`src/rtl/cn_list_feeder.sv`:
```
// Buffers two sorted (LLR, Q) lists loaded serially and replays them into the
// A and I write ports of a check node, honouring A_ready/I_ready back-pressure.
module cn_list_feeder #(
   parameter int LLR_Width     = 6,
   parameter int Q_Width       = 5,
   parameter int Counter_Width = 4,
   parameter int Depth         = 2**(Counter_Width+1)-1
) (
   input  logic                 clk,
   input  logic                 force_reset_n,
   input  logic                 load_en,
   input  logic                 load_sel,
   input  logic [LLR_Width:0]   load_llr,
   input  logic [Q_Width:0]     load_q,
   input  logic                 start,
   input  logic                 A_ready,
   input  logic                 I_ready,
   output logic                 write_A,
   output logic [LLR_Width:0]   Out_LLR_A,
   output logic [Q_Width:0]     Out_Q_A,
   output logic                 write_I,
   output logic [LLR_Width:0]   Out_LLR_I,
   output logic [Q_Width:0]     Out_Q_I,
   output logic                 busy,
   output logic                 done,
   output logic                 load_err,
   output logic                 sort_err
);

   localparam int            CW   = Counter_Width + 1;
   localparam logic [CW-1:0] FULL = CW'(Depth);
   localparam logic [CW-1:0] ONE  = CW'(1);

   typedef enum logic [1:0] {
      IDLE   = 2'd0,
      STREAM = 2'd1,
      DONE   = 2'd2
   } state_t;

   state_t state;

   logic [LLR_Width:0] mem_llr_a [Depth];
   logic [Q_Width:0]   mem_q_a   [Depth];
   logic [LLR_Width:0] mem_llr_i [Depth];
   logic [Q_Width:0]   mem_q_i   [Depth];

   logic [CW-1:0]      cnt_a, cnt_i, rd_a, rd_i;
   logic [LLR_Width:0] prev_a, prev_i;

   logic accept, full_a, full_i, load_a, load_i, drop, misorder;
   logic more_a, more_i, stream_end;

   always_comb begin
      accept   = (state == IDLE) && load_en;
      full_a   = (cnt_a == FULL);
      full_i   = (cnt_i == FULL);
      load_a   = accept && !load_sel && !full_a;
      load_i   = accept &&  load_sel && !full_i;
      drop     = accept && (load_sel ? full_i : full_a);
      // Trackers start at zero, so an unsigned first entry can never misorder.
      misorder = (load_a && (load_llr < prev_a)) ||
                 (load_i && (load_llr < prev_i));

      more_a     = (rd_a < cnt_a);
      more_i     = (rd_i < cnt_i);
      stream_end = (!more_a || A_ready) && (!more_i || I_ready);

      write_A   = (state == STREAM) && more_a && !A_ready;
      write_I   = (state == STREAM) && more_i && !I_ready;
      Out_LLR_A = '0;
      Out_Q_A   = '0;
      Out_LLR_I = '0;
      Out_Q_I   = '0;
      if (write_A) begin
         Out_LLR_A = mem_llr_a[rd_a];
         Out_Q_A   = mem_q_a[rd_a];
      end
      if (write_I) begin
         Out_LLR_I = mem_llr_i[rd_i];
         Out_Q_I   = mem_q_i[rd_i];
      end
   end

   // List storage carries data only; it needs no reset because counts gate every read.
   always_ff @(posedge clk) begin
      if (load_a) begin
         mem_llr_a[cnt_a] <= load_llr;
         mem_q_a[cnt_a]   <= load_q;
      end
      if (load_i) begin
         mem_llr_i[cnt_i] <= load_llr;
         mem_q_i[cnt_i]   <= load_q;
      end
   end

   always_ff @(posedge clk or negedge force_reset_n) begin
      if (!force_reset_n) begin
         state    <= IDLE;
         cnt_a    <= '0;
         cnt_i    <= '0;
         rd_a     <= '0;
         rd_i     <= '0;
         prev_a   <= '0;
         prev_i   <= '0;
         busy     <= 1'b0;
         done     <= 1'b0;
         load_err <= 1'b0;
         sort_err <= 1'b0;
      end else begin
         case (state)
            IDLE: begin
               if (load_a) begin
                  cnt_a  <= cnt_a + ONE;
                  prev_a <= load_llr;
               end
               if (load_i) begin
                  cnt_i  <= cnt_i + ONE;
                  prev_i <= load_llr;
               end
               // start clears the sticky flags; a same-cycle load can still raise them.
               if (start) begin
                  state    <= STREAM;
                  busy     <= 1'b1;
                  load_err <= drop;
                  sort_err <= misorder;
               end else begin
                  load_err <= load_err | drop;
                  sort_err <= sort_err | misorder;
               end
            end
            STREAM: begin
               if (write_A) rd_a <= rd_a + ONE;
               if (write_I) rd_i <= rd_i + ONE;
               if (load_en) load_err <= 1'b1;
               if (stream_end) begin
                  state <= DONE;
                  done  <= 1'b1;
               end
            end
            DONE: begin
               if (load_en) load_err <= 1'b1;
               cnt_a  <= '0;
               cnt_i  <= '0;
               rd_a   <= '0;
               rd_i   <= '0;
               prev_a <= '0;
               prev_i <= '0;
               done   <= 1'b0;
               busy   <= 1'b0;
               state  <= IDLE;
            end
            default: begin
               state <= IDLE;
               busy  <= 1'b0;
               done  <= 1'b0;
            end
         endcase
      end
   end

endmodule

```
`config.mk`:
```
export PLATFORM = sky130hd
export DESIGN_NAME = cn_list_feeder
export DESIGN_NICKNAME = d
export VERILOG_FILES = /design/src/rtl/cn_list_feeder.sv
export SDC_FILE = /design/constraint.sdc
export NUM_CORES = 1
export LEC_CHECK = 0
export BUFFER_PORTS_ARGS = -buffer_cell sky130_fd_sc_hd__clkbuf_2
export CORE_MARGIN = 3
export CORE_UTILIZATION = 30
export CTS_CLUSTER_DIAMETER = 40
export CTS_CLUSTER_SIZE = 20
export DETAILED_ROUTE_END_ITERATION = 16
export PLACE_DENSITY_LB_ADDON = 0.25
export SETUP_SLACK_MARGIN = 0.05
export SLEW_MARGIN = 20
export SYNTH_ARGS = -nofsm -noshare
export SYNTH_HDL_FRONTEND = slang
export SYNTH_SLANG_ARGS = --single-unit
```
`constraint.sdc`:
```
create_clock -name clk -period 7.6 [get_ports clk]
set_clock_uncertainty 0.2 [all_clocks]
set_input_delay 2.28 -clock clk [delete_from_list [all_inputs] [get_ports clk]]
set_output_delay 2.28 -clock clk [all_outputs]
set_load 0.02 [all_outputs]
```
==> results.yml, run 1 <==
status:
  outcome: "finished clean"
yosys:
  synth_warnings: 0
  synth-edff-count: 806
  ys_seq_elements: 846
  synth_cell_types: 54
  async_flop_share_pct: 4.73
  syn_area_mm2: 0.0338
  synthMostInstantiatedCell: "edfxtp_1"
  synthCells: 1734
  synthFlopType: "edfxtp_1"
  synth_largest_area_cell: "edfxtp_1"
  syn-num-nets: 1790
  ys_seq_area_share_pct: 74.6
  synth_area_per_cell_um2: 19.5
  yosys-top-cells-area: "edfxtp_1 72%, mux4_2 11%, dfrtp_1 3.0%"
  yosysTopAreaCellShare_pct: 71.6
  synth_common_cells: "806 x edfxtp_1, 169 x mux4_2, 92 x nor2_1"
timing:
  setup_viol: 0
  timing.final.crit_share_pct: 84.6
  finalWorstSetupSlack_ns: 1.17
  fin_setup_tns_ns: 0
  relSlewSlack_pct: 26.6
  final_max_slew_viol_count: 0
  hold_viol_final: 0
  period_minus_slack_ns: 6.43
  clock.fmax_ghz: 0.156
  tightest_slew_ns: 1.10
  rsz0062_at_grt: "no"
cts:
  cts_max_level: 3
  cts_buffer_depth: 3
  root_buffer: "clkbuf_16"
  cts_hold_buf: 0
  post_cts_resized: 0
  cts_tree: "built"
  cts_made_buffers: 105
  cts_setup_buffers: 0
  clk_pin_slew_worst_paths_ns: 0.06
  clkLatencyLatePin_ns: 0.66
  cts_num_sinks: 846
grt:
  grt.overflow.total: 0
  grt_max_degree: 67
  grtUsageTotal_pct: 13.8
  antenna_found_initial: 3
  grt_pass1_vias: 17621
  grt_pass1_wl_um: 120000
floorplan:
  io_pins: 52
  core-area_mm2: 0.111
  die_w_um: 342
  die-height_um: 342
  start_util_pct: 30.4
  fp.dieArea_mm2: 0.117
  row_count: 122
finish:
  layout-drive-gt1-share_pct: 27.8
  nFillCells: 10255
  multi_input_comb_area_mm2: 0.00794
  areaGrowthSynthToFinish_pct: 17.6
  layout.nets: 1938
  regArea_mm2: 0.0252
setup_path:
  end_kind: "output port"
  cp_common_cell: "clkbuf_2"
  cpPeakStageDelay_ns: 0.52
  worstSetupStartpointType: "input pin"
  crit_type: "in -> out"
  crit_path_cell_trace: "clkbuf_2 -> nor2_1 -> nand3_1 -> a31oi_2 -> nand2_1 -> o22ai_1 -> clkbuf_2"
  cpMaxStageDelayCell: "o22ai_1"
  cp.arrival_ns: 3.95
  worstPathRequired_ns: 5.12
  critPathMaxFanout: 13
power_and_ir_drop:
  p_total_w: 0.0137
  ir_drop_uv: 163
  p_leak_nw: 13.0
  power.density_mw_per_mm2: 344
flow_run:
  maxCapViolCount: 0
worst_hold_path:
  hp-class: "reg -> reg"
detailed_routing:
  wl_um: 80400
  drtIter0Drc: 1348
  wl_per_cell_um: 23.2
  final_antenna_net_count: 0
  firstDrtPassIters: 5
  drc: 0
  vias: 16836
  avgViaCountPerCell: 4.87
place:
  dp_hpwl_um: 47700
  post-place-ws_ns: 1.10
  io_buffer_count: 51
  gp_routability_congestion: 0.763
## logic make-up after synthesis
kind of cell	share of synthesized area (%)
AOI/OAI and AO/OA	5.58
xor gates and xnor gates	0.0259
adders and majority gates	1.33
buffers and inverters	2.01
DFF	74.6
muxes	13.5
and+or+nand+nor	2.93
## per-layer routing
layer  vias up  GRT usage, %  wire (um)
met3       104          2.57       3970
met1      8896          19.0      36100
met4         4          3.92       1570
li1       7450             -          -
met2       382          22.3      38800
met5         -             0         31
## stage by stage
step | instance area [um^2] | util [%] | hold WS, ns | instances
after floorplan | 33800 | - | 0.250 | 1734
after global placement | 36100 | 32.4 | 0.265 | 3263
after detailed placement | 36100 | 32.4 | 0.271 | 3263
after CTS | 39700 | 35.7 | 0.284 | 3458
after global routing | 39700 | 35.7 | 0.315 | 3458
final | 39800 | 35.7 | 0.281 | 3460
## report_power, final
part           switching (W)  internal, W
clock                0.00213      0.00295
sequential          0.000318      0.00524
combinational        0.00172      0.00133
## registers in the layout, summed over array words and instances, names as in the netlist, 7 cells and up
name,flops
mem_q_a,186
mem_llr_a,217
prev_a,7
mem_llr_i,217
mem_q_i,186
prev_i,7
## final timing paths
check                               from              to  slack [ns]  cells past startpoint
max                              A_ready      Out_Q_A[3]        1.17                      7
min                            prev_i[4]       prev_i[4]        0.28                      2
max reg2reg                     cnt_i[0]  mem_q_i[18][5]        3.99                      6
min reg2reg                    prev_i[4]       prev_i[4]        0.28                      2
max in group asynchronous  force_reset_n         rd_i[0]        5.17                      2
min in group asynchronous  force_reset_n         rd_a[0]        1.55                      2
## layout make-up
class	count	area share (%)
clock buffers	107	6.63
multi-input cells	758	20.0
diodes	2	0.0126
repair buffers	141	2.40
inverters	30	0.290
well taps	1488	4.68
clock inverters	88	2.57
flip-flops and latches	846	63.4
## cell usage in the layout (no fill, tap or decap), types with 29 or more instances in the layout
cell | Yosys | routed
a21oi_1 | 29 | 29
nor2_1 | 92 | 81
edfxtp_1 | 806 | 806
ha_1 | 36 | 36
mux2i_1 | 70 | 70
dfrtp_1 | 40 | 35
o22ai_1 | 50 | 50
clkbuf_16 | 0 | 105
buf_4 | 12 | 88
nand2_1 | 62 | 62
clkbuf_2 | 0 | 51
inv_1 | 29 | 29
a22o_1 | 35 | 35
mux4_2 | 169 | 169
o21ai_0 | 47 | 47
## critical path, delay by kind of cell
| kind | cells | cell delay (ns) |
|---|---|---|
| compound gates | 2 | 0.74 |
| simple gates | 3 | 0.55 |
| buf+inv | 2 | 0.37 |
Power figures use the tool's default switching activity.
==> run 2, diff against run 1 <==
==> constraint.sdc (replaced) <==
create_clock -name clk -period 6.4 [get_ports clk]
set_clock_uncertainty 0.2 [all_clocks]
set_input_delay 1.92 -clock clk [delete_from_list [all_inputs] [get_ports clk]]
set_output_delay 1.92 -clock clk [all_outputs]
set_load 0.02 [all_outputs]
==> results.yml, run 2 (synthesized netlist as in run 1, its figures left out) <==
place:
  dp_hpwl_um: 49100
  io_buffer_count: 51
  gp_routability_congestion: 0.758
setup_path:
  crit_path_cell_trace: "clkbuf_2 -> nor2_1 -> nand3_1 -> a31oi_2 -> nand2_1 -> o22ai_1 -> clkbuf_2"
  worstSetupStartpointType: "input pin"
  timing.rr.end: "mem_llr_i[22][4]"
  crit_start: "A_ready"
  cp_common_cell: "clkbuf_2"
  cp-endpoint: "Out_Q_A[3]"
  cpMaxStageDelayCell: "o22ai_1"
  worstPathRequired_ns: 4.28
  critPathTopFamily: "compound AO/OA/AOI/OAI gates"
  rr_startpoint: "cnt_i[0]"
  critPathMaxFanout: 13
  rrSetupSlack_ns: 2.69
  crit_type: "in -> out"
  r2r_cells: 6
  cp.arrival_ns: 3.61
  path_buf_inv: 2
  cp.depth: 7
  cpPeakStageDelay_ns: 0.51
  end_kind: "output port"
power_and_ir_drop:
  switching_share_pct: 29.7
  seqPwrFrac_pct: 40.1
  p_total_w: 0.0164
  p_leak_nw: 13.0
  clkPwrFrac_pct: 37.7
  intPower_w: 0.0115
  comb_power_share_pct: 22.1
  switchingPower_w: 0.00488
  ir_drop_uv: 197
  power.density_mw_per_mm2: 412
cts:
  cts_tree: "built"
  clk_pin_slew_worst_paths_ns: 0.06
  root_buffer: "clkbuf_16"
  cts_num_sinks: 846
  clkLatencyLatePin_ns: 0.66
  cts_buffer_depth: 3
  cts_hold_buf: 0
  post_cts_resized: 0
  cts_setup_buffers: 0
  cts_made_buffers: 106
  cts_max_level: 3
detailed_routing:
  drc: 0
  firstDrtPassIters: 5
  wl_um: 81900
  final_antenna_net_count: 0
  drtIter0Drc: 1338
  avgViaCountPerCell: 4.89
  wl_per_cell_um: 23.7
  vias: 16924
timing:
  hold_viol_final: 0
  fin_setup_tns_ns: 0
  period_minus_slack_ns: 5.73
  hold_ws_ns: 0.292
  relSlewSlack_pct: 30.0
  clock.fmax_ghz: 0.174
  rsz0062_at_grt: "no"
  setup_viol: 0
  tightest_slew_ns: 1.05
  final_max_slew_viol_count: 0
  timing.final.crit_share_pct: 89.6
finish:
  areaGrowthSynthToFinish_pct: 17.9
  final_common_cell: "edfxtp_1"
  final_util_pct: 35.8
  nFillCells: 10238
  layout.nets: 1930
  largestRegisters: "mem_llr_a x217, mem_llr_i x217"
  layout-drive-gt1-share_pct: 27.8
  final_cell_mix: "806 x edfxtp_1, 169 x mux4_2, 109 x clkbuf_16"
status:
  outcome: "finished clean"
grt:
  antenna_found_initial: 4
  grt_pass1_vias: 17492
  grtUsageTotal_pct: 14.0
  grt.overflow.total: 0
  grt_max_degree: 65
  grt_pass1_wl_um: 121000
floorplan:
  start_util_pct: 30.4
  fp.dieArea_mm2: 0.117
  io_pins: 52
  row_count: 122
  die-height_um: 342
  core-area_mm2: 0.111
  die_w_um: 342
flow_run:
  maxCapViolCount: 0
worst_hold_path:
  hp-class: "reg -> reg"
run 2: power by group through the flow:
| stage | Combinational [W] | Clock (W) | Sequential (W) |
|---|---|---|---|
| after detailed placement | 0.00370 | 0 | 0.00672 |
| after CTS | 0.00371 | 0.00633 | 0.00660 |
| after global placement | 0.00368 | 0 | 0.00671 |
| after floorplan | 0.00276 | 0 | 0.00642 |
| after global routing | 0.00393 | 0.00658 | 0.00664 |
| final | 0.00363 | 0.00619 | 0.00659 |
run 2: worst register-to-register path, cell delays in order (launching register included):
cell	delay [ns]
dfrtp_1	0.44
ha_1	0.27
and3_1	0.21
ha_1	0.20
and4b_1	0.62
nand2_1	0.43
nor2_2	0.92
run 2: metal layers:
metal / GRT usage, % / share of wire, % / vias to the layer above
li1: - / - / 7443
met1: 19.2 / 44 / 8939
met2: 23.0 / 49 / 429
met3: 2.45 / 5.0 / 111
met4: 3.77 / 1.9 / 2
met5: 0 / 0.016 / -
run 2: layout make-up:
cell class / instances / area (um^2) / area share [%]
inverter: 30 / 115 / 0.289
timing repair buffer: 132 / 901 / 2.26
multi-input combinational: 758 / 7960 / 20.0
clock inverter: 86 / 1030 / 2.58
antenna: 3 / 7.51 / 0.0188
clock buffer: 115 / 2750 / 6.90
tap: 1488 / 1860 / 4.67
sequential: 846 / 25200 / 63.3
run 2: how the worst min path moves through the flow:
stage                          from        end  slack (ns)  cells past startpoint
after global placement    prev_i[2]  prev_i[2]        0.26                      2
final                     prev_i[6]  prev_i[6]        0.29                      2
after floorplan           prev_i[2]  prev_i[2]        0.25                      2
after detailed placement  prev_i[6]  prev_i[6]        0.27                      2
after global routing      prev_i[1]  prev_i[1]        0.33                      1
after CTS                 prev_i[6]  prev_i[6]        0.30                      2
run 2: metrics by stage:
| stage | instance area, um^2 | setup WS [ns] | instances |
|---|---|---|---|
| finish | 39800 | 0.668 | 3458 |
| floorplan | 33800 | 0.990 | 1734 |
| detailed placement | 36100 | 0.630 | 3254 |
| CTS | 39800 | 0.537 | 3455 |
| global route | 39800 | 0.437 | 3455 |
| global placement | 36100 | 0.632 | 3254 |
==> run 3, diff against run 2 <==
--- a/config.mk
+++ b/config.mk
@@ -7,7 +7,7 @@
 export LEC_CHECK = 0
 export BUFFER_PORTS_ARGS = -buffer_cell sky130_fd_sc_hd__clkbuf_2
 export CORE_MARGIN = 3
-export CORE_UTILIZATION = 30
+export CORE_UTILIZATION = 45
 export CTS_CLUSTER_DIAMETER = 40
 export CTS_CLUSTER_SIZE = 20
 export DETAILED_ROUTE_END_ITERATION = 16
==> results.yml, run 3 (synthesized netlist as in run 1, its figures left out) <==
cts:
  clkLatencyLatePin_ns: 0.64
  clk_pin_slew_worst_paths_ns: 0.06
  post_cts_resized: 0
  root_buffer: "clkbuf_16"
  cts_made_buffers: 99
  cts_tree: "built"
  cts_buffer_depth: 3
  cts_max_level: 3
  cts_num_sinks: 846
  cts_hold_buf: 0
  cts_setup_buffers: 0
timing:
  rsz0062_at_grt: "no"
  clock.fmax_ghz: 0.178
  tightest_slew_ns: 1.14
  final_max_slew_viol_count: 0
  relSlewSlack_pct: 24.0
  setup_viol: 0
  fin_setup_tns_ns: 0
  period_minus_slack_ns: 5.60
  hold_viol_final: 0
  timing.final.crit_share_pct: 87.6
finish:
  layout-drive-gt1-share_pct: 27.1
  final_util_pct: 53.2
  final_area_mm2: 0.0392
  final_cell_mix: "806 x edfxtp_1, 169 x mux4_2, 102 x clkbuf_16"
  largestRegisters: "mem_llr_a x217, mem_llr_i x217"
  layout.nets: 1944
  antennaDiodeCount: 0
  final_common_cell: "edfxtp_1"
  areaGrowthSynthToFinish_pct: 15.9
  stdcell_count: 2934
place:
  placed_area_mm2: 0.0355
  gp_routability_congestion: 0.795
  placed_cells: 2746
  io_buffer_count: 51
  dp_hpwl_um: 46100
setup_path:
  worstSetupStartpointType: "flop"
  crit_path_cell_trace: "buf_12 -> buf_4 -> mux2i_1 -> o22ai_1 -> a21o_1 -> a21oi_1 -> o22ai_1 -> clkbuf_2"
  crit_type: "reg -> out"
  worstPathRequired_ns: 4.28
  critPathMaxFanout: 40
  cpPeakStageDelay_ns: 0.88
  cpMaxStageDelayCell: "dfrtp_4"
  cp_common_cell: "o22ai_1"
  end_kind: "output port"
  cp.arrival_ns: 3.48
detailed_routing:
  wl_per_cell_um: 26.1
  final_antenna_net_count: 0
  avgViaCountPerCell: 5.79
  drc: 0
  vias: 16997
  firstDrtPassIters: 5
  wl_um: 76500
  drtIter0Drc: 1718
worst_hold_path:
  hp-class: "reg -> reg"
flow_run:
  maxCapViolCount: 0
floorplan:
  io_pins: 52
  core-area_mm2: 0.0737
  row_count: 99
  die-height_um: 280
  die_w_um: 280
  fp.dieArea_mm2: 0.0784
  start_util_pct: 45.9
power_and_ir_drop:
  power.density_mw_per_mm2: 416
  p_total_w: 0.0163
  p_leak_nw: 13.1
  ir_drop_uv: 213
grt:
  grt.overflow.total: 0
  grt_max_degree: 63
  grt_pass1_vias: 17313
  grt_pass1_wl_um: 114000
  grtUsageTotal_pct: 19.8
  antenna_found_initial: 0
status:
  outcome: "finished clean"
[run 3: changes by cell type in the layout (fill, tap and decap cells not counted), sizes merged]
| cell | before | now |
|---|---|---|
| bufinv | 13 | 15 |
| clkbuf | 166 | 164 |
| buf | 81 | 102 |
| clkinv | 38 | 30 |
| diode | 3 | 0 |
| inv | 52 | 51 |
| clkinvlp | 13 | 9 |
[run 3: power by group]
part / switching [W] / internal (W) / total (W)
logic: 0.00211 / 0.00159 / 0.00369
clock network: 0.00238 / 0.00367 / 0.00605
registers: 0.000304 / 0.00623 / 0.00653
[run 3: final timing paths]
kind / startpoint / cells after the start / to / slack (ns)
max: rd_a[0] / 8 / Out_LLR_A[6] / 0.80
min: prev_i[2] / 2 / prev_i[2] / 0.28
max reg2reg: cnt_i[0] / 7 / mem_q_i[16][5] / 2.49
min reg2reg: prev_i[2] / 2 / prev_i[2] / 0.28
max in group asynchronous: force_reset_n / 2 / rd_i[1] / 4.24
min in group asynchronous: force_reset_n / 1 / rd_a[4] / 0.87
[run 3: worst max-delay path: cells and delay by family (launching register included)]
family	cells	cell delay, ns
buffers and inverters	3	0.95
DFF	1	0.88
AOI/OAI and AO/OA	4	0.76
muxes	1	0.23
[run 3: cell type report]
type	instances	area, um^2
Inverter	30	115
Fill cell	5614	34500
Sequential cell	846	25200
Timing Repair Buffer	153	1070
Clock inverter	75	1020
Multi-Input combinational cell	758	7910
Clock buffer	113	2640
Tap cell	959	1200
[run 3: through the flow]
stage          worst slack [ns]  hold slack, ns
6_report                  0.796           0.285
3_5_place_dp              0.832           0.272
2_1_floorplan             0.990           0.250
3_3_place_gp              0.922           0.262
4_1_cts                   0.658           0.286
5_1_grt                   0.562           0.302
[run 3: metal layers]
layer / track usage [%] / vias up / share of wire (%)
li1: - / 7443 / -
met4: 5.48 / 0 / 2.0
met3: 3.10 / 101 / 6.5
met1: 28.9 / 8905 / 43
met2: 31.4 / 548 / 48
met5: 0 / - / 0
